[src/rtl/trig_capture_ctrl.sv]
// rtl/trig_capture_ctrl.sv - pre/post trigger capture sequencer for a circular sample buffer
module trig_capture_ctrl #(
    parameter int ADDR_W       = 10,
    parameter int PRE_DEPTH    = 256,
    parameter int AUTO_TIMEOUT = 100000
) (
    input  logic              ad_clk,
    input  logic              rst_n,
    input  logic              ad_pulse,
    input  logic [7:0]        ad_data,
    input  logic              trig_edge,
    input  logic              trig_mode,
    input  logic              arm,
    output logic              wr_en,
    output logic [ADDR_W-1:0] wr_addr,
    output logic [7:0]        wr_data,
    output logic [ADDR_W-1:0] trig_addr,
    output logic [ADDR_W-1:0] rd_start,
    output logic              busy,
    output logic              capture_done,
    output logic              auto_trig
);

    // Samples written after the trigger sample so the whole buffer holds one record
    localparam int POST_LEN = (2 ** ADDR_W) - PRE_DEPTH - 1;
    localparam int TO_W     = (AUTO_TIMEOUT > 1) ? $clog2(AUTO_TIMEOUT) : 1;

    localparam logic [ADDR_W-1:0] PRE_LAST  = ADDR_W'(PRE_DEPTH - 1);
    localparam logic [ADDR_W-1:0] PRE_OFF   = ADDR_W'(PRE_DEPTH);
    localparam logic [ADDR_W-1:0] POST_LAST = ADDR_W'((POST_LEN > 0) ? POST_LEN - 1 : 0);
    localparam logic [TO_W-1:0]   TO_LAST   = TO_W'(AUTO_TIMEOUT - 1);

    typedef enum logic [2:0] {
        IDLE,
        PRE_FILL,
        WAIT_TRIG,
        POST,
        DONE
    } state_t;

    state_t            state;
    state_t            state_nxt;
    logic [ADDR_W-1:0] wr_ptr;
    logic [ADDR_W-1:0] post_cnt;
    logic [TO_W-1:0]   to_cnt;
    logic              pulse_q;

    logic              edge_hit;
    logic              timeout_hit;
    logic              trig_fire;
    logic              arm_ok;
    logic              writing;

    // State register
    always_ff @(posedge ad_clk) begin
        if (!rst_n) begin
            state <= IDLE;
        end else begin
            state <= state_nxt;
        end
    end

    // Next-state decode plus per-cycle control strobes for the datapath
    always_comb begin
        state_nxt   = state;
        arm_ok      = 1'b0;
        writing     = 1'b0;
        trig_fire   = 1'b0;
        timeout_hit = 1'b0;
        edge_hit    = trig_edge ? (!ad_pulse && pulse_q) : (ad_pulse && !pulse_q);
        case (state)
            IDLE, DONE: begin
                if (arm) begin
                    arm_ok    = 1'b1;
                    state_nxt = PRE_FILL;
                end
            end
            PRE_FILL: begin
                writing = 1'b1;
                if (wr_ptr == PRE_LAST) begin
                    state_nxt = WAIT_TRIG;
                end
            end
            WAIT_TRIG: begin
                writing     = 1'b1;
                timeout_hit = !trig_mode && (to_cnt == TO_LAST);
                if (edge_hit || timeout_hit) begin
                    trig_fire = 1'b1;
                    // A full pre-trigger window leaves no room for post samples
                    state_nxt = (POST_LEN == 0) ? DONE : POST;
                end
            end
            POST: begin
                writing = 1'b1;
                if (post_cnt == POST_LAST) begin
                    state_nxt = DONE;
                end
            end
            default: begin
                state_nxt = IDLE;
            end
        endcase
    end

    // Busy covers every state that writes the buffer
    always_comb begin
        busy = (state == PRE_FILL) || (state == WAIT_TRIG) || (state == POST);
    end

    // Buffer write port, pointers, counters and capture result registers
    always_ff @(posedge ad_clk) begin
        if (!rst_n) begin
            pulse_q      <= 1'b0;
            wr_en        <= 1'b0;
            wr_addr      <= '0;
            wr_data      <= '0;
            wr_ptr       <= '0;
            post_cnt     <= '0;
            to_cnt       <= '0;
            trig_addr    <= '0;
            rd_start     <= '0;
            capture_done <= 1'b0;
            auto_trig    <= 1'b0;
        end else begin
            pulse_q <= ad_pulse;
            wr_en   <= writing;
            if (writing) begin
                wr_addr <= wr_ptr;
                wr_data <= ad_data;
                wr_ptr  <= wr_ptr + ADDR_W'(1);
            end

            // Timeout counter saturates so a late switch to auto mode fires at once
            if (state == PRE_FILL) begin
                to_cnt <= '0;
            end else if ((state == WAIT_TRIG) && (to_cnt != TO_LAST)) begin
                to_cnt <= to_cnt + TO_W'(1);
            end

            if (trig_fire) begin
                trig_addr <= wr_ptr;
                rd_start  <= wr_ptr - PRE_OFF;
                auto_trig <= !edge_hit;
                post_cnt  <= '0;
            end else if (state == POST) begin
                post_cnt <= post_cnt + ADDR_W'(1);
            end

            // DONE is entered with the last write in flight, so done trails it by one
            if (state == DONE) begin
                capture_done <= 1'b1;
            end

            if (arm_ok) begin
                wr_ptr       <= '0;
                capture_done <= 1'b0;
                auto_trig    <= 1'b0;
            end
        end
    end

endmodule

[config.mk]
export PLATFORM = sky130hd
export DESIGN_NAME = trig_capture_ctrl
export DESIGN_NICKNAME = d
export VERILOG_FILES = /design/src/rtl/trig_capture_ctrl.sv
export SDC_FILE = /design/constraint.sdc
export NUM_CORES = 1
export LEC_CHECK = 0
export ABC_AREA = 0
export BUFFER_PORTS_ARGS = -buffer_cell sky130_fd_sc_hd__buf_4
export CAP_MARGIN = 5
export CORE_MARGIN = 8
export CORE_UTILIZATION = 56
export DETAILED_ROUTE_END_ITERATION = 12
export GPL_ROUTABILITY_DRIVEN = 0
export PLACE_DENSITY = 0.77
export SYNTH_ARGS = -nofsm -noshare
export SYNTH_HDL_FRONTEND = slang
export SYNTH_SLANG_ARGS = --single-unit
[constraint.sdc]
create_clock -name ad_clk -period 2.27 [get_ports ad_clk]
set_clock_uncertainty 0.2 [all_clocks]
set_input_delay 0.227 -clock ad_clk [delete_from_list [all_inputs] [get_ports ad_clk]]
set_output_delay 0.227 -clock ad_clk [all_outputs]
set_load 0.03 [all_outputs]
After elaboration in Yosys (flattened, before gate mapping) --
Cells that the tools add are included.
Storage, ports and cells: memory bits (read-only) 0, latch bits 0, memory bits (writable) 0, word-level logic and storage cells 58, bits of input ports 14, bits in registers 82, output and inout port bits 42, memories kept 0
Operators by class: mux-type cells 11, multipliers 0, bitwise operators 1, eq/ne operators 12, shift operators 0, add/subtract/negate cells 4, $lt $le $gt $ge 0, divide/modulo/power cells 0, reduce and logical (&&, ||, !) cells 18
Operators with widths (count):
- $add A10 B1 Y10 const B | 2
- $add A17 B1 Y17 const B | 1
- $eq A17 B17 Y1 const B | 1
- $ne A17 B17 Y1 const B | 1
- $mux W3 | 4
- $pmux W3 S4 | 1
- $eq A10 B10 Y1 const B | 1
- $eq A10 B8 Y1 const B | 1
- $sub A10 B9 Y10 const B | 1
- $ne A2 B2 Y1 const B | 4
- $reduce_or A2 Y1 | 4
- $eq A3 B2 Y1 const B | 2
- $mux W1 | 6
- $logic_and A1 B1 Y1 | 4
- $logic_not A1 Y1 | 4
- $reduce_and A4 Y1 | 1
- $eq A3 B1 Y1 const B | 1
- $eq A3 B3 Y1 const B | 1
- $logic_not A3 Y1 | 1
- $logic_or A1 B1 Y1 | 3
- $reduce_or A3 Y1 | 1
- $not A1 Y1 | 1

Logic depth before layout (Yosys ltp) --
Gate-level depths: netlist of the first run.
depth in word-level cells 7, gate-level depth with buffers 6, gate-level depth less buffers 6

Least setup slack after synthesis of the first run --
Ideal clock, no wire load.
path kind register -> register, start register to_cnt[0], end register to_cnt[10], path slack 0.372 ns, required time 2.000 ns, path buffers 1, arrival 1.628 ns, clock period less this slack 1.898 ns, library setup time 0.070 ns, stages on the path, launching flop included 7, cells stage by stage dfxtp_1 ha_1 and4bb_2 nand2_1 clkbuf_1 or4_1 a21oi_1
On the way: cells in the longest elaborated chain, start to end 2, elaborated cells between the ends (all ways) 3
Ends and longest elaborated chain:
- from (decl) | line 45 | logic [TO_W-1:0] to_cnt;
- from (signal assigned) | line 137 | to_cnt <= to_cnt + TO_W'(1);
- branches (longest 2 deep; another with $add A17 B1 Y17)
Parallel ways; which one is timed is not known. A chain may end at the register's enable or synchronous reset.

Worst setup path after layout of the first run --
start input ad_pulse, end register trig_addr[8]
On the way: cells in the longest elaborated chain, start to end 6, elaborated cells between the ends (all ways) 7
Ends and longest elaborated chain:
- from (decl) | line 9 | input logic ad_pulse,
- $logic_not A1 Y1 | line 70 | edge_hit = trig_edge ? (!ad_pulse && pulse_q) : (ad_pulse && !pulse_q);
- $logic_and A1 B1 Y1 | line 70
- $mux W1 (*) | line 70
- $logic_or A1 B1 Y1 (*) | line 87 | if (edge_hit || timeout_hit) begin
- $mux W1 (*) | line 87
- $mux W1 (*) | line 71 | case (state)
- to (signal assigned) | line 141 | trig_addr <= wr_ptr;
- to (decl) | line 17 | output logic [ADDR_W-1:0] trig_addr,
Mark *: on every way between the ends. The rest lies on a longest branch, timed or not.

==> summary.md, run 1 <==
| Metric | Value |
|---|---|
| Status | `complete, no violations` |
| Mux share of post-synthesis cell area | `4.75%` |
| Die area | `8760 um^2` |
| Vias | `3010` |
| WP data arrival | `2210 ps` |
| Htree depth | `3` |
| Worst endpoint required time | `2340 ps` |
| Most used DFF post-synth | `dfxtp_1` |
| Fillers | `490` |
| Leading cell type in the layout, fill and taps excluded | `nand2_1` |
| Most frequent cells in the layout | `nand2_1, dfxtp_1, buf_4` |
| Yosys warnings | `0` |
| Max_slew headroom | `49.3%` |
| Met3 wire len | `330 um` |
| Clk sinks | `74` |
| Post-Route M1 WL | `3530 um` |
| Crit-path max FO | `12` |
| First-pass GRT wire length | `13400 um` |
| Post-Synth Simple-Gate Area | `28.8%` |
| Post-DP HPWL | `5530 um` |
| FF+latch count, synth | `74` |
| Peak supply drop | `0.457 mV` |
| Number of port buffers | `55` |
| Met2 WL | `4040 um` |
| Total track usage | `18.9%` |
| Register Area | `1480 um^2` |
| CTS Buf Count | `9` |
| CTS Root Cell | `clkbuf_8` |
| Syn Inst Count | `396` |
| Sequential area share after synthesis | `43.9%` |
| Endpoints failing setup | `0` |
| Vias in the first global route | `2868` |
| Post-synth EDFFs | `0` |
| Compound-Gate Fraction of Synth Area | `10.9%` |
| Fin crit period | `2140 ps` |
| Setup Crit Path Kind | `input pin to flop` |
| DRT iter0 DRCs | `157` |
| Max-Cap Viols | `0` |
| Main combinational cell family by area after synthesis | `simple AND/OR/NAND/NOR gates` |
| Tightest Pin Transition | `760 ps` |
| Final worst-path cycle share | `94.2%` |
| Drt total wl | `8020 um` |
| CP endpoint kind | `flop` |
| Core Footprint | `5890 um^2` |
| Max Freq | `0.468 GHz` |
| Die height | `93.6 um` |
| Nets | `476` |
| WL/cell | `14.9 um` |
| Hold Violations, Final | `0` |
| Die X | `93.6 um` |
| Pre-CTS WS | `170 ps` |
| Setup bufs post-CTS | `0` |
| Final slew viol count | `0` |
| Syn avg cell area | `8.52 um^2` |
| Static Leak | `0.00160 uW` |
| Initial core utilization | `57.3%` |
| CTS max path bufs | `2` |
| Synth Area in Adders | `1.85%` |
| RSZ-0062 raised after global routing | `no` |
| Largest net degree at the start of global routing | `34` |
| Num rows | `28` |
| Setup TNS | `0 ps` |
| CTS tree | `built` |
| ANT cells | `0` |
| HP Class | `input pin to flop` |
| Worst-Skew Late Latency | `350 ps` |
| Synth Area in XOR/XNOR | `4.41%` |
| Startpoint class of the critical path | `input pin` |
| Antenna violation net count after detailed routing | `0` |
| Grt ovf | `0` |
| Drt pass-1 iters | `4` |
| Post-detailed-route DRC marker count | `0` |
| Synth cell types | `46` |
| Post-synth ARST share | `0%` |
| Clk pin slew, worst setup/hold paths | `80 ps` |
| Synthesized cell area | `3370 um^2` |
| P per Cell Area | `618 nW/um^2` |
| Share of cells above drive strength 1 | `20.3%` |
| Slack of the critical path | `131 ps` |
| Via-to-Cell Ratio | `5.61` |
| IO Count | `56` |
| Multi-input logic area | `1710 um^2` |
| Synth Net Count | `415` |
| Highest metal used | `met4` |
| Initial antenna violation count | `0` |
| Final hold slack | `15.5 ps` |
| Syn-to-layout area delta | `22.3%` |
## path summary, 6_finish.rpt
path	startpoint	to	slack, ps	cells after the start
worst max-delay path	ad_pulse	trig_addr[8]	130	6
worst min-delay path	arm	state[2]	20	3
worst max register to register	to_cnt[0]	to_cnt[15]	150	5
worst min register to register	wr_addr[7]	wr_addr[7]	260	2
## worst max-delay path, cell delays in order
cell	delay, ps
dlygate4sd3_1	540
buf_4	120
and3b_1	170
o21ai_0	210
o31a_1	670
mux2i_1	270
## synth_stat cells, types with 8 or more instances
cell	count	area share, %
nand2_1	80	8.9
dfxtp_1	74	44
a21oi_1	32	4.7
nor2_1	26	2.9
mux2i_1	16	4.7
clkbuf_1	14	1.6
nand3_1	12	1.8
nand4_1	11	2.0
xnor2_1	11	2.9
or3_1	9	1.7
or4_1	9	2.0
buf_4	8	1.8
inv_1	8	0.89
nor3_1	8	1.2
o21ai_0	8	1.2
## cell families (layout without fill, tap and decap cells)
logic type	after synthesis	count (layout)
simple gates	188	188
mux	16	16
flops	74	74
fa+ha+maj	5	5
xor+xnor	17	17
buf+inv	37	103
compound gates	59	59
## through the flow
step	total power [uW]	std cells	util [%]	area (um^2)
floorplan	1480	396	-	3370
finish	2550	537	70.1	4130
global route	2650	537	70.1	4130
detailed placement	1560	511	65.1	3830
global placement	1560	511	65.1	3830
CTS	2570	537	70.1	4130
## power by group
group	internal, uW	leakage [uW]	switching (uW)	total (uW)
sequential	1310	0.000598	14.9	1330
combinational	84.4	0.000904	133	217
clock	505	0.0000954	496	1000
total	1900	0.00160	644	2550
## final cells by class
cell class                 count  area share (%)
sequential                    74            35.9
multi-input combinational    285            41.6
clock inverter                 7            1.67
timing repair buffer          77            14.6
clock buffer                   9            3.00
timing repair inverter         1           0.121
tap                           75            2.27
inverter                       9           0.910
## repair_timing
| item | CTS | global route |
|---|---|---|
| setup endpoints to repair | 1 | 0 |
| resized for setup | 2 | 0 |
| hold buffers | 9 | 0 |
| hold endpoints to repair | 9 | 0 |
## registers in the layout, summed over array words and instances (netlist names), 2 cells and up
register	count
rd_start	2
state	3
post_cnt	10
wr_ptr	10
wr_addr	10
trig_addr	10
to_cnt	17
wr_data	8
## layer usage
| metal | up-vias | GRT usage (%) |
|---|---|---|
| li1 | 1518 | - |
| met1 | 1414 | 22.8 |
| met2 | 65 | 31.8 |
| met3 | 13 | 3.85 |
| met4 | 0 | 8.19 |
| met5 | - | 0 |
(Power assumes the default switching activity.)
==> inputs of run 2 (changes only) <==
--- a/config.mk
+++ b/config.mk
@@ -10,8 +10,8 @@
 export CAP_MARGIN = 5
 export CORE_MARGIN = 8
 export CORE_UTILIZATION = 56
+export CTS_BUF_LIST = sky130_fd_sc_hd__clkbuf_16
 export DETAILED_ROUTE_END_ITERATION = 12
-export GPL_ROUTABILITY_DRIVEN = 0
 export PLACE_DENSITY = 0.77
 export SYNTH_ARGS = -nofsm -noshare
 export SYNTH_HDL_FRONTEND = slang
==> run 2 against run 1 <==
Compared with the run above:
- non-clock buffer count stayed put
- combinational power hardly changed
- sequential share of layout area fell by 0.86 points
- clock power is 41% higher
- register-to-register slack barely moved
==> summary.md, run 2 (synthesis results as in run 1) <==
| Metric | Value |
|---|---|
| Die area | `8760 um^2 (unchanged)` |
| Drt total wl | `8190 um (+2.0%)` |
| Pre-CTS WS | `170 ps (unchanged)` |
| WL/cell | `15.2 um (+2.0%)` |
| Htree depth | `3 (unchanged)` |
| Setup TNS | `0 ps (unchanged)` |
| Endpoints failing setup | `0 (unchanged)` |
| Post-DP HPWL | `5530 um (unchanged)` |
| IO Count | `56 (unchanged)` |
| Clk sinks | `74 (unchanged)` |
| Crit-path max FO | `12 (unchanged)` |
| Static Leak | `0.00164 uW (+2.9%)` |
| Register Area | `1480 um^2 (unchanged)` |
| Max Freq | `0.461 GHz (-1.4%)` |
| Post-layout util | `71.8% (+1.7 points)` |
| Worst endpoint required time | `2320 ps (-20 ps)` |
| Setup Crit Path Kind | `input pin to flop` |
| ANT cells | `0 (unchanged)` |
| CTS max path bufs | `2 (unchanged)` |
| Final hold slack | `42.9 ps (+27.4 ps)` |
| Max-Cap Viols | `0 (unchanged)` |
| Clk pin slew, worst setup/hold paths | `60 ps (-20 ps)` |
| Final slew viol count | `0 (unchanged)` |
| WP data arrival | `2220 ps (about the same)` |
| Initial antenna violation count | `0 (unchanged)` |
| Vias | `3030 (+0.66%)` |
| First-pass GRT wire length | `13400 um (-0.62%)` |
| Core Footprint | `5890 um^2 (unchanged)` |
| Worst-Skew Late Latency | `330 ps (-20 ps)` |
| Hold Violations, Final | `0 (unchanged)` |
| Peak supply drop | `0.546 mV (+20%)` |
| Antenna violation net count after detailed routing | `0 (unchanged)` |
| P per Cell Area | `700 nW/um^2 (+13%)` |
| Slack of the critical path | `100 ps (-31.4 ps)` |
| Drt pass-1 iters | `4 (unchanged)` |
| Largest net degree at the start of global routing | `34 (unchanged)` |
| Largest register by flop count | `to_cnt` |
| Syn-to-layout area delta | `25.3%` |
| Die height | `93.6 um (unchanged)` |
| Routability cong. | `0.858` |
| Most frequent cells in the layout | `nand2_1, dfxtp_1, buf_4` |
| Status | `complete, no violations` |
| Startpoint class of the critical path | `input pin` |
| Number of port buffers | `55 (unchanged)` |
| Grt ovf | `0 (unchanged)` |
| HP Class | `input pin to flop` |
| Initial core utilization | `57.3% (unchanged)` |
| Leading cell type in the layout, fill and taps excluded | `nand2_1` |
| CTS Buf Count | `9 (unchanged)` |
| Num rows | `28 (unchanged)` |
| Final worst-path cycle share | `95.6% (+1.4 points)` |
| RSZ-0062 raised after global routing | `no` |
| Post-detailed-route DRC marker count | `0 (unchanged)` |
| Total track usage | `18.9% (-0.030 points)` |
| Vias in the first global route | `2900 (+1.1%)` |
| CTS Root Cell | `clkbuf_16` |
| Fin crit period | `2170 ps (+31.4 ps)` |
| Number of flip-flops in the largest register | `17 (unchanged)` |
| Max_slew headroom | `50.6% (+1.3 points)` |
| Tightest Pin Transition | `740 ps (-19.7 ps)` |
| CP endpoint kind | `flop` |
| Fillers | `469 (-4.3%)` |
| CTS tree | `built` |
| DRT iter0 DRCs | `146 (-7.0%)` |
| Share of cells above drive strength 1 | `20.3% (unchanged)` |
| Multi-input logic area | `1710 um^2 (unchanged)` |
| Via-to-Cell Ratio | `5.64 (+0.66%)` |
| Die X | `93.6 um (unchanged)` |
| Nets | `476 (unchanged)` |
run 2: cell count changes in the layout (fill, tap and decap cells not counted):
cell       delta
clkbuf_8      -9
clkbuf_16     +9
run 2: what timing repair did:
item / CTS / global route
resized for setup: 0 / 2
endpoints found under the hold margin: 9 / 0
hold buffers: 9 / 0
setup buffers: 0 / 0
setup endpoints to repair: 0 / 1
run 2: per-layer routing:
metal | global-route usage (%) | vias up | wire [um]
met5 | 0 | - | 0
met4 | 9.38 | 0 | 197
met3 | 4.33 | 18 | 320
met2 | 31.8 | 69 | 4050
met1 | 22.0 | 1433 | 3620
li1 | - | 1510 | -
run 2: stage by stage:
step / power [uW] / cell area (um^2) / instances
2_1_floorplan: 1480 / 3370 / 396
3_3_place_gp: 1560 / 3830 / 511
3_5_place_dp: 1560 / 3830 / 511
4_1_cts: 2960 / 4210 / 536
5_1_grt: 3050 / 4230 / 537
6_report: 2960 / 4230 / 537
run 2: final timing paths:
| path | depth (start not counted) | slack (ps) | endpoint | from |
|---|---|---|---|---|
| worst max-delay path | 6 | 100 | trig_addr[0] | ad_pulse |
| worst min-delay path | 3 | 40 | auto_trig | arm |
| worst max register to register | 5 | 150 | to_cnt[15] | to_cnt[0] |
| worst min register to register | 2 | 250 | wr_addr[7] | wr_addr[7] |
run 2: report_power, final:
| part | internal [uW] | switching, uW | total, uW |
|---|---|---|---|
| clock network | 848 | 560 | 1410 |
| logic | 84.4 | 134 | 219 |
| registers | 1320 | 14.9 | 1330 |
| total | 2250 | 709 | 2960 |
run 2: critical path, cell delays in order:
cell and delay (ps):
dlygate4sd3_1 540, buf_4 120, and3b_1 170, o21ai_0 210, o31a_1 660, mux2i_1 290
run 2: layout make-up:
cell class | count | area share [%]
flip-flops and latches | 74 | 35.1
well taps | 75 | 2.22
clock buffers | 9 | 5.33
clock inverters | 7 | 1.63
inverters | 9 | 0.888
repair inverters | 1 | 0.118
multi-input cells | 285 | 40.6
repair buffers | 77 | 14.2
==> inputs of run 3 (changes only) <==
--- a/config.mk
+++ b/config.mk
@@ -8,10 +8,12 @@
 export ABC_AREA = 0
 export BUFFER_PORTS_ARGS = -buffer_cell sky130_fd_sc_hd__buf_4
 export CAP_MARGIN = 5
+export CORE_ASPECT_RATIO = 2
 export CORE_MARGIN = 8
 export CORE_UTILIZATION = 56
 export CTS_BUF_LIST = sky130_fd_sc_hd__clkbuf_16
 export DETAILED_ROUTE_END_ITERATION = 12
+export MAX_ROUTING_LAYER = met4
 export PLACE_DENSITY = 0.77
 export SYNTH_ARGS = -nofsm -noshare
 export SYNTH_HDL_FRONTEND = slang
==> run 3 against run 2 <==
Compared with the run above:
- clock-buffer cell count is the same
- wire length shrank 1.5%
- final area shrank 0.95%
- critical endpoint is now to_cnt[11]
- largest cell class unchanged
- highest routed layer unchanged
==> summary.md, run 3 (synthesis results as in run 1) <==
| Metric | Value |
|---|---|
| DRT iter0 DRCs | `180 (+23%)` |
| Worst reg2reg startpoint | `to_cnt[0]` |
| Final slew viol count | `0 (unchanged)` |
| Vias in the first global route | `2932 (+1.1%)` |
| Core Footprint | `5910 um^2 (+0.34%)` |
| Max_slew headroom | `64.6% (+14 points)` |
| Initial antenna violation count | `0 (unchanged)` |
| Number of port buffers | `55 (unchanged)` |
| Hold Violations, Final | `0 (unchanged)` |
| First-pass GRT wire length | `13300 um (-0.36%)` |
| Post-layout util | `70.9% (-0.92 points)` |
| CTS max path bufs | `2 (unchanged)` |
| HP Class | `input pin to flop` |
| Hold Path Origin | `arm` |
| Via-to-Cell Ratio | `5.87 (+4.1%)` |
| Htree depth | `3 (unchanged)` |
| Max-Cap Viols | `0 (unchanged)` |
| Status | `complete, no violations` |
| Syn-to-layout area delta | `24.1%` |
| Post-DP HPWL | `5390 um (-2.5%)` |
| Peak supply drop | `0.623 mV (+14%)` |
| IO Count | `56 (unchanged)` |
| Setup TNS | `0 ps (unchanged)` |
| Total track usage | `18.7% (-0.21 points)` |
| Die height | `126 um (+34%)` |
| Fin crit period | `2150 ps (-21.5 ps)` |
| CTS Root Cell | `clkbuf_16` |
| Final worst-path cycle share | `94.6% (-0.95 points)` |
| ANT cells | `0 (unchanged)` |
| Crit-path max FO | `14 (+2)` |
| Clk pin slew, worst setup/hold paths | `50 ps (about the same)` |
| Fillers | `474 (+1.1%)` |
| Number of flip-flops in the largest register | `17 (unchanged)` |
| Routability cong. | `0.834 (-2.9%)` |
| Initial core utilization | `57.1% (-0.19 points)` |
| Grt ovf | `0 (unchanged)` |
| R2R setup slack | `120 ps (-30 ps)` |
| Worst Hold Path Cells | `3 (unchanged)` |
| RSZ-0062 raised after global routing | `no` |
| Combinational fraction of design power | `7.3% (about the same)` |
| Num rows | `40 (+43%)` |
| WL/cell | `15.5 um (+2.0%)` |
| Switch share | `21.7% (-2.3 points)` |
| Internal | `2340 uW (+4.1%)` |
| Startpoint class of the critical path | `flop` |
| CP endpoint kind | `flop` |
| Antenna violation net count after detailed routing | `0 (unchanged)` |
| Share of cells above drive strength 1 | `19.1% (-1.3 points)` |
| CTS tree | `built` |
| Reg power frac | `44.5% (-0.5 points)` |
| Nets | `473 (-0.63%)` |
| Most frequent cells in the layout | `nand2_1, dfxtp_1, buf_4` |
| Tightest Pin Transition | `526 ps (-214 ps)` |
| FF-to-FF End | `to_cnt[11]` |
| Static Leak | `0.00165 uW (+0.16%)` |
| Post-detailed-route DRC marker count | `0 (unchanged)` |
| Placed insts | `497 (-2.7%)` |
| Endpoints failing setup | `0 (unchanged)` |
| Setup Crit Path Kind | `flop to flop` |
| Clk sinks | `74 (unchanged)` |
| Reg2reg path depth | `5 (unchanged)` |
| Die X | `70.9 um (-24%)` |
| Clock power share | `48.2% (+0.6 points)` |
| Drt pass-1 iters | `5 (+1)` |
| Worst-Skew Late Latency | `330 ps (about the same)` |
| Max Freq | `0.465 GHz (+1.0%)` |
| Worst endpoint required time | `2260 ps (-60 ps)` |
| P per Cell Area | `714 nW/um^2 (+2.0%)` |
| Final std cells w/o fill | `519 (-3.4%)` |
| Die area | `8910 um^2 (+1.7%)` |
| CTS Buf Count | `9 (unchanged)` |
| Hold-critical path endpoint | `state[2]` |
| Drt total wl | `8070 um (-1.5%)` |
| Largest net degree at the start of global routing | `34 (unchanged)` |
| Largest register by flop count | `to_cnt` |
| WP data arrival | `2140 ps (-80 ps)` |
| Vias | `3049 (+0.63%)` |
| Net Switching | `647 uW (-8.7%)` |
| Leading cell type in the layout, fill and taps excluded | `nand2_1` |
run 3: cell type report:
type	instances	area (um^2)	area share [%]
Clock buffer	9	225	5.38
Clock inverter	4	70.1	1.67
Timing Repair Buffer	75	586	14.0
Multi-Input combinational cell	285	1710	40.9
Inverter	9	33.8	0.807
Tap cell	63	78.8	1.88
Sequential cell	74	1480	35.4
run 3: what timing repair did:
action | 4_1_cts | 5_1_grt
buffers inserted | 0 | 0
endpoints found under the setup margin | 0 | 4
resized for setup | 0 | 1
hold buffers | 9 | 0
hold endpoints to repair | 9 | 0
run 3: worst max-delay path, stage by stage (launching register included):
cell and delay (ps):
dfxtp_1 340, ha_1 210, and4_1 210, and4_1 340, o311ai_0 530, o41ai_1 170
run 3: metrics by stage:
step | hold slack, ps | setup slack, ps | cell area, um^2 | power, uW
global placement | 244 | 218 | 3800 | 1550
global route | 52.9 | 27.8 | 4190 | 3070
detailed placement | 249 | 141 | 3800 | 1560
finish | 41.8 | 122 | 4190 | 2990
floorplan | 149 | 372 | 3370 | 1480
CTS | 29.8 | 92.1 | 4190 | 3000
run 3: worst max-delay path by stage:
stage               from           end  slack, ps  cells after the start
6_report       to_cnt[0]    to_cnt[11]        120                      5
5_1_grt        to_cnt[0]    to_cnt[15]         30                      5
4_1_cts        to_cnt[0]  trig_addr[8]         90                      5
3_5_place_dp   to_cnt[0]  trig_addr[2]        140                      5
3_3_place_gp   to_cnt[0]    to_cnt[15]        220                      5
2_1_floorplan  to_cnt[0]    to_cnt[10]        370                      6
run 3: power by group through the flow:
stage               clock network (uW)  logic, uW  registers [uW]
floorplan                            0       97.4            1380
global placement                     0        197            1360
detailed placement                   0        202            1360
CTS                               1450        217            1330
global route                      1510        237            1330
finish                            1440        218            1330
run 3: metal layers:
metal  up-vias  share of wire (%)  track usage [%]
li1       1501                  -                -
met1      1438                 43             20.3
met2        89                 50             30.2
met3        21                4.9             5.72
met4         0                2.4             8.65
met5         -                  0                -
